[src/rtl/spad_types_pkg.sv]
// Shared scratchpad types: row geometry, requester ids, arbiter states and the
// request/response-tag payloads used by the scratchpad port arbiter.
package spad_types_pkg;

  localparam int unsigned SCPAD_ADDR_WIDTH = 16;
  localparam int unsigned SCPAD_ELEMS      = 8;
  localparam int unsigned SCPAD_ELEM_WIDTH = 8;
  localparam int unsigned SCPAD_DATA_WIDTH = SCPAD_ELEMS * SCPAD_ELEM_WIDTH;
  localparam int unsigned MAX_SRAM_DELAY   = 8;
  localparam int unsigned MAX_TILE_SIZE    = 32;

  typedef logic [SCPAD_DATA_WIDTH-1:0] scpad_data_t;
  typedef logic [SCPAD_ELEMS-1:0]      mask_t;

  typedef enum logic {
    SRC_FE = 1'b0,
    SRC_BE = 1'b1
  } src_t;

  // Arbiter states kept as plain constants so legacy code can compare raw codes
  typedef logic [1:0] arb_state_t;
  localparam arb_state_t ARB_IDLE    = 2'd0;
  localparam arb_state_t ARB_LOCK_FE = 2'd1;
  localparam arb_state_t ARB_LOCK_BE = 2'd2;

  typedef struct packed {
    logic                        write;
    logic                        lock;
    logic [SCPAD_ADDR_WIDTH-1:0] addr;
    scpad_data_t                 wdata;
    mask_t                       mask;
  } scpad_req_t;

  typedef struct packed {
    logic valid;
    src_t src;
  } rsp_tag_t;

endpackage

[src/rtl/scpad_rsp_tag_pipe.sv]
// Fixed-depth shift register that tracks which requester owns each in-flight
// SRAM read, so read data can be steered back when it emerges.
module scpad_rsp_tag_pipe
  import spad_types_pkg::*;
#(
  parameter int unsigned DEPTH = 2
) (
  input  logic     clk,
  input  logic     rst,
  input  rsp_tag_t push_tag,
  output rsp_tag_t pop_tag
);

  rsp_tag_t stage [DEPTH];

  // Shifts every cycle regardless of SRAM backpressure; stalls insert bubbles
  always_ff @(posedge clk) begin
    if (rst) begin
      for (int i = 0; i < DEPTH; i++) stage[i] <= '0;
    end else begin
      stage[0] <= push_tag;
      for (int i = 1; i < DEPTH; i++) stage[i] <= stage[i-1];
    end
  end

  assign pop_tag = stage[DEPTH-1];

endmodule

[src/rtl/scpad_port_arbiter.sv]
// Round-robin arbiter sharing one scratchpad row port between FE and BE, with
// burst locking and latency-matched read-data return to the issuing side.
module scpad_port_arbiter
  import spad_types_pkg::*;
#(
  parameter int unsigned SRAM_LATENCY   = 2,
  parameter int unsigned MAX_LOCK_BEATS = MAX_TILE_SIZE
) (
  input  logic                        clk,
  input  logic                        rst,
  input  logic                        fe_req_valid,
  output logic                        fe_req_ready,
  input  logic                        fe_req_write,
  input  logic                        fe_req_lock,
  input  logic [SCPAD_ADDR_WIDTH-1:0] fe_req_addr,
  input  scpad_data_t                 fe_req_wdata,
  input  mask_t                       fe_req_mask,
  input  logic                        be_req_valid,
  output logic                        be_req_ready,
  input  logic                        be_req_write,
  input  logic                        be_req_lock,
  input  logic [SCPAD_ADDR_WIDTH-1:0] be_req_addr,
  input  scpad_data_t                 be_req_wdata,
  input  mask_t                       be_req_mask,
  output logic                        sram_req_valid,
  input  logic                        sram_req_ready,
  output logic                        sram_req_write,
  output logic [SCPAD_ADDR_WIDTH-1:0] sram_req_addr,
  output scpad_data_t                 sram_req_wdata,
  output mask_t                       sram_req_mask,
  input  scpad_data_t                 sram_rdata,
  output logic                        fe_rsp_valid,
  output scpad_data_t                 fe_rsp_data,
  output logic                        be_rsp_valid,
  output scpad_data_t                 be_rsp_data
);

  localparam int unsigned CNT_W = $clog2(MAX_LOCK_BEATS + 1);

  arb_state_t       state, state_n;
  src_t             last_src, last_src_n;
  logic [CNT_W-1:0] beat_cnt, beat_cnt_n;

  logic       grant_fe_c, grant_be_c, accept_c;
  src_t       win_src_c;
  scpad_req_t fe_req_c, be_req_c, win_req_c;
  rsp_tag_t   push_tag_c, exit_tag;

  assign fe_req_c = '{write: fe_req_write, lock: fe_req_lock, addr: fe_req_addr,
                      wdata: fe_req_wdata, mask: fe_req_mask};
  assign be_req_c = '{write: be_req_write, lock: be_req_lock, addr: be_req_addr,
                      wdata: be_req_wdata, mask: be_req_mask};

  // Grant: lock owner only while locked, otherwise round-robin on ties
  always_comb begin
    grant_fe_c = 1'b0;
    grant_be_c = 1'b0;
    case (state)
      ARB_LOCK_FE: grant_fe_c = fe_req_valid;
      ARB_LOCK_BE: grant_be_c = be_req_valid;
      default: begin
        if (fe_req_valid && be_req_valid) begin
          grant_fe_c = (last_src == SRC_BE);
          grant_be_c = (last_src == SRC_FE);
        end else begin
          grant_fe_c = fe_req_valid;
          grant_be_c = be_req_valid;
        end
      end
    endcase
  end

  always_comb begin
    win_req_c = '0;
    if (grant_fe_c)      win_req_c = fe_req_c;
    else if (grant_be_c) win_req_c = be_req_c;
  end

  assign win_src_c      = grant_be_c ? SRC_BE : SRC_FE;
  assign sram_req_valid = grant_fe_c | grant_be_c;
  assign sram_req_write = win_req_c.write;
  assign sram_req_addr  = win_req_c.addr;
  assign sram_req_wdata = win_req_c.wdata;
  assign sram_req_mask  = win_req_c.mask;
  assign accept_c       = sram_req_valid & sram_req_ready;
  assign fe_req_ready   = grant_fe_c & sram_req_ready;
  assign be_req_ready   = grant_be_c & sram_req_ready;

  // Lock entry/exit; nothing advances without an accepted beat
  always_comb begin
    state_n    = state;
    last_src_n = last_src;
    beat_cnt_n = beat_cnt;
    if (accept_c) begin
      last_src_n = win_src_c;
      if (state == ARB_IDLE) begin
        if (win_req_c.lock && (MAX_LOCK_BEATS > 1)) begin
          state_n    = grant_fe_c ? ARB_LOCK_FE : ARB_LOCK_BE;
          beat_cnt_n = CNT_W'(1);
        end
      end else if (!win_req_c.lock || (beat_cnt == CNT_W'(MAX_LOCK_BEATS - 1))) begin
        state_n    = ARB_IDLE;
        beat_cnt_n = '0;
      end else begin
        beat_cnt_n = beat_cnt + CNT_W'(1);
      end
    end
  end

  always_ff @(posedge clk) begin
    if (rst) begin
      state    <= ARB_IDLE;
      last_src <= SRC_BE;
      beat_cnt <= '0;
    end else begin
      state    <= state_n;
      last_src <= last_src_n;
      beat_cnt <= beat_cnt_n;
    end
  end

  assign push_tag_c = '{valid: accept_c & ~win_req_c.write, src: win_src_c};

  scpad_rsp_tag_pipe #(
    .DEPTH (SRAM_LATENCY)
  ) u_tag_pipe (
    .clk      (clk),
    .rst      (rst),
    .push_tag (push_tag_c),
    .pop_tag  (exit_tag)
  );

  // Capture read data for whichever side owns the emerging tag
  always_ff @(posedge clk) begin
    if (rst) begin
      fe_rsp_valid <= 1'b0;
      be_rsp_valid <= 1'b0;
      fe_rsp_data  <= '0;
      be_rsp_data  <= '0;
    end else begin
      fe_rsp_valid <= exit_tag.valid && (exit_tag.src == SRC_FE);
      be_rsp_valid <= exit_tag.valid && (exit_tag.src == SRC_BE);
      if (exit_tag.valid && (exit_tag.src == SRC_FE)) fe_rsp_data <= sram_rdata;
      if (exit_tag.valid && (exit_tag.src == SRC_BE)) be_rsp_data <= sram_rdata;
    end
  end

endmodule

[config.mk]
export PLATFORM = sky130hd
export DESIGN_NAME = scpad_port_arbiter
export DESIGN_NICKNAME = d
export VERILOG_FILES = /design/src/rtl/spad_types_pkg.sv /design/src/rtl/scpad_rsp_tag_pipe.sv /design/src/rtl/scpad_port_arbiter.sv
export SDC_FILE = /design/constraint.sdc
export NUM_CORES = 1
export LEC_CHECK = 0
export BUFFER_PORTS_ARGS = -buffer_cell sky130_fd_sc_hd__clkbuf_2
export CORE_AREA = 2 2 183 185
export DETAILED_ROUTE_END_ITERATION = 8
export DIE_AREA = 0 0 185 187
export GPL_TIMING_DRIVEN = 0
export SLEW_MARGIN = 20
export SYNTH_ARGS = -nofsm -noshare
export SYNTH_HDL_FRONTEND = slang
export SYNTH_HIERARCHICAL = 1
export SYNTH_SLANG_ARGS = --single-unit
[constraint.sdc]
create_clock -name clk -period 2.7 [get_ports clk]
set_input_delay 0.135 -clock clk [delete_from_list [all_inputs] [get_ports clk]]
set_output_delay 0.135 -clock clk [all_outputs]
set_load 0.03 [all_outputs]
-- Yosys cells after proc, flatten, opt, wreduce, memory -nomap -nowiden
Memories as Yosys holds them, arrays and structs flattened.
Cells that the tools add are included.
- bits in registers: 139
- memory bits (writable): 4
- output and inout port bits: 222
- logic and storage cells: 51
- memories kept: 1
- add/sub/neg operators: 1
- equality and inequality tests: 4
- muxes and demuxes: 19
- bitwise gates (word level): 10
- reduce and logical (&&, ||, !) cells: 9
- memories (memory ; words ; width ; read ports ; clocked after Yosys merged registers in ; write ports ; RTL line ; RTL):
    u_tag_pipe.stage ; 2 ; 2 ; 2 ; 0 ; 2 ; scpad_rsp_tag_pipe.sv:14 ; rsp_tag_t stage [DEPTH];
- operators by type and width (kind ; count):
    90-bit 2-to-1 mux ; 2
    6-bit 2-to-1 mux ; 3
    2-bit 2-to-1 mux ; 6
    6-bit by 1-bit adder with 6-bit output, second input constant ; 1
    6-bit by 5-bit == test with 1-bit output, second input constant ; 1
    1-bit 2-to-1 mux ; 6
    1-bit bitwise AND ; 4
    1-bit case mux with 2 select lines ; 2
    1-bit logical AND ; 3
    1-bit NOT ; 3
    1-bit OR ; 3
    3-bit AND reduction ; 1
    2-bit by 1-bit == test with 1-bit output, second input constant ; 1
    2-bit == test, second input constant ; 1
    2-bit zero test ; 1
    2-bit != test, second input constant ; 1
    2-bit AND reduction ; 1
    2-bit nonzero test ; 1
    1-bit zero test ; 1
    1-bit logical OR ; 1

-- Longest topological paths before layout
- depth in word-level cells: 9
- gate-level depth with buffers: 10
- depth with buffers taken out: 8

-- By module
Netlist, hierarchy kept.
- by module, submodules not included (module ; instances ; cells each ; area an instance (um2) ; seq. area each (um2)):
    scpad_port_arbiter ; 1 ; 751 ; 5925.7 ; 2782.7
    scpad_rsp_tag_pipe ; 1 ; 10 ; 120.1 ; 80.1

-- Worst setup path after synthesis
OpenSTA, ideal clock, no wires.
- path kind: register to register
- from: reg state[0]
- to: mem u_tag_pipe/stage[0][1] (netlist name)
- library setup time: 114 ps
- arrival: 2162 ps
- data required time: 2586 ps
- slack: 424 ps
- stages on the path, launching flop included: 11
- path buffers: 2
- path through: dfxtp_1 > inv_1 > ha_1 > or3b_4 > and3_4 > nor2b_1 > buf_2 > buf_4 > a22o_1 > nor2_1 > nor2b_1
- RTL lines (element ; RTL line ; RTL):
    start, declared ; scpad_port_arbiter.sv:40 ; arb_state_t state, state_n;
    start signal, assigned ; scpad_port_arbiter.sv:116 ; state <= state_n;
    end, declared ; scpad_rsp_tag_pipe.sv:14 ;

-- Worst setup path after layout
- from: reg state[0]
- to: out sram_req_mask[6]
- longest elaborated chain between the ends: 4
- ends and longest elaborated chain (element ; RTL line ; RTL):
    2-bit == test / 2-bit by 1-bit == test with 1-bit output (equally long branches) ; scpad_port_arbiter.sv:58 ; case (state)
    1-bit case mux with 2 select lines ; scpad_port_arbiter.sv:58 ;
    90-bit 2-to-1 mux ; scpad_port_arbiter.sv:76 ; else if (grant_be_c) win_req_c = be_req_c;
    90-bit 2-to-1 mux * ; scpad_port_arbiter.sv:75 ; if (grant_fe_c) win_req_c = fe_req_c;
    end, declared ; scpad_port_arbiter.sv:30 ; output mask_t sram_req_mask,
Mark *: on every way between the ends. The rest lies on a longest branch, timed or not.

==> impl_metrics.tcl <==
set metrics [dict create \
    outcome "finished clean" \
    path_clk_slew_ps 60 \
    core_um2 32900 \
    drv_slew 0 \
    worst_slack_ps 0.0475 \
    async_reset_ff_share_pct 0 \
    ys_types 36 \
    wl_per_cell_um 19.5 \
    final_core_util_pct 32.7 \
    cp_data_required_time_ps 2570 \
    design_area_um2 10700 \
    drtAntennaViolNets 0 \
    synth_cells 761 \
    grt_overflow 0 \
    total_power_uw 7110 \
    route.detailed.drc 0 \
    whs_ps 16.7 \
    critPathLaunch "state[0]$_SDFFE_PP0P_" \
    cts_tree "built" \
    yosysWarnings 6 \
    avgSynthCellArea_um2 7.94 \
    rows 67 \
    period_needed_ps 2700 \
    io_pins 471 \
    synth.top_cell.area_share_pct 47.4 \
    antenna_found_initial 8 \
    timing.fmax_mhz 370 \
    port_buffers 470 \
    max_cap_violations 0 \
    die_y_um 187 \
    synth_common_cells "nand2_1 (265), dfxtp_1 (143), a21oi_1 (130)" \
    drt-initial-drc-count 284 \
    synthFlopType "dfxtp_1" \
    cp_max_fo 5 \
    synth_area_leaders "dfxtp_1 (47%), nand2_1 (16%), a22o_1 (13%)" \
    ir_drop_mv 0.336 \
    die_w_um 185 \
    cts_buffers 17 \
    dpl-instance-area_um2 8960 \
    clk-insertion-delay-late_ps 420 \
    relSlewSlack_pct 46.2 \
    fin_crit_sh_pct 100 \
    powerDensity_nw_per_um2 661 \
    clock-sinks 143 \
    synthesis.area_um2 6050 \
    leakagePower_uw 0.00484 \
    worstRegToRegCells 10 \
    dp_slack_ps 15.5 \
    endpoint "sram_req_mask[6]" \
    synth_enable_flop_cells 0 \
    ys_seq_elements 143 \
    finClkSkew_ps 11.1 \
    startpoint_type "register" \
    arrival_ps 2560 \
    track_usage_pct 19.4 \
    num_vias 7718 \
    r2r-start "state[0]$_SDFFE_PP0P_" \
    dieArea_um2 34600 \
    dpl.hpwl_um 28400 \
    cts_root_buffer "clkbuf_16" \
    grt_pass1_vias 7576 \
    r2r-end "u_tag_pipe/stage[0][1]$_SDFF_PP0_" \
    drive_gt1_share_pct 41.4 \
    start_util_pct 18.4 \
    place_congestion 0.933 \
    rsz0062_at_grt "yes" \
    wirelength_um 34700 \
    grt_max_degree 17 \
    setup_viol 0 \
    clock_path_buffers 2 \
    hold_viol 0 \
    yosysSeqAreaShare_pct 47.4 \
    syn-num-nets 1014 \
    firstDrtPassIters 4 \
    syn2layout_area_growth_pct 77.7 \
    final_nets 1570 \
    rrSetupSlack_ps 560 \
    htreeDepth 4 \
    hold_class "in -> reg" \
    viasPerCell 4.34 \
    yosysTopAreaCell "dfxtp_1" \
    synth.most_common_cell "nand2_1" \
    fill_cells 3529 \
    worstMarginPinSlew_ps 807 \
    grt_pass1_wl_um 48800 \
    critPathKind "reg -> out" \
    critPathCaptureType "output port" \
]
==> cell usage in the layout (no fill, tap or decap), types with 3 or more instances in the layout <==
cell / Yosys / final
nand2b_1: 3 / 3
nor2b_1: 7 / 6
dfxtp_1: 143 / 141
buf_1: 8 / 8
nand2_1: 265 / 265
a21oi_1: 130 / 130
clkbuf_1: 45 / 38
a22o_4: 0 / 13
a22o_1: 90 / 76
dlygate4sd3_1: 0 / 64
nand3_1: 3 / 3
buf_2: 9 / 11
clkbuf_16: 0 / 17
nor2_1: 9 / 9
clkbuf_8: 0 / 13
and2_1: 3 / 3
clkinvlp_4: 0 / 6
buf_6: 2 / 7
clkbuf_2: 0 / 413
clkbuf_4: 0 / 19
nand4_1: 7 / 7
buf_4: 3 / 16
ha_1: 4 / 3
inv_1: 5 / 3
buf_8: 0 / 16
a31oi_1: 4 / 4
==> worst min path at each step <==
stage,from,to,slack [ps],cells after the start
final,sram_rdata[31],fe_rsp_data[31]$_SDFFE_PP0P_,20,3
after global routing,sram_rdata[31],fe_rsp_data[31]$_SDFFE_PP0P_,10,3
after CTS,sram_rdata[31],fe_rsp_data[31]$_SDFFE_PP0P_,30,3
after detailed placement,rst,u_tag_pipe/stage[0][3]$_SDFF_PP0_,370,2
after global placement,sram_rdata[35],fe_rsp_data[35]$_SDFFE_PP0P_,370,3
after floorplan,rst,u_tag_pipe/stage[0][0]$_SDFF_PP0_,210,1
==> area by class of cell <==
| type | instances | area, µm² | share of cell area (%) |
|---|---|---|---|
| Clock buffer | 20 | 457 | 4.25 |
| Timing Repair Buffer | 537 | 3330 | 31.0 |
| Clock inverter | 12 | 111 | 1.04 |
| Antenna cell | 2 | 5.00 | 0.0466 |
| Buffer | 67 | 389 | 3.62 |
| Tap cell | 448 | 561 | 5.22 |
| Sequential cell | 143 | 2870 | 26.7 |
| Multi-Input combinational cell | 546 | 3010 | 28.0 |
| Inverter | 5 | 18.8 | 0.175 |
==> where the power goes <==
group / switching, µW / leakage (µW) / internal (µW) / total [µW]
combinational: 1580 / 0.00342 / 1060 / 2640
clock: 954 / 0.000261 / 1320 / 2270
sequential: 30.8 / 0.00116 / 2170 / 2200
total: 2560 / 0.00484 / 4540 / 7110
==> worst max-delay path: stages, from the launching register on <==
cell and delay [ps]:
dfxtp_2 340, inv_2 60, ha_4 240, or3b_4 390, and3_4 200, nor2b_4 150
buf_6 160, buf_8 130, a22o_1 230, clkbuf_4 230
==> registers in the layout, indices dropped and copies added, names as in the netlist <==
name	count
be_rsp_data	64
be_rsp_valid	1
last_src	1
u_tag_pipe/stage	4
fe_rsp_data	64
state	2
beat_cnt	6
fe_rsp_valid	1
==> layer usage <==
layer	vias to the layer above	wire length, µm	global-route usage (%)
li1	3735	-	-
met1	3586	12800	20.4
met2	345	18600	37.0
met3	50	2530	5.57
met4	2	714	5.40
met5	-	10	0
==> metrics by stage <==
stage / cells / TNS [ps]
final: 1780 / 0
after global routing: 1779 / -1950
after CTS: 1778 / -303
after detailed placement: 1679 / 0
after global placement: 1679 / 0
after floorplan: 761 / 0
==> logic make-up after synthesis <==
kind of cell             Yosys count  share of synthesized area, %
flip-flops                       143                          47.4
AND/OR/NAND/NOR                  308                          20.9
AO/OA/AOI/OAI                    234                          25.9
adder cells (fa/ha/maj)            4                         0.828
buffers and inverters             72                          5.09
==> repair_timing <==
item                       CTS  global route
hold buffers                64             0
setup endpoints to repair   89            82
buffers inserted             1             0
resized for setup          101            79
gates cloned                 2             0
hold endpoints to repair   128             0
pin swaps                    4             7
(Power assumes the default switching activity.)
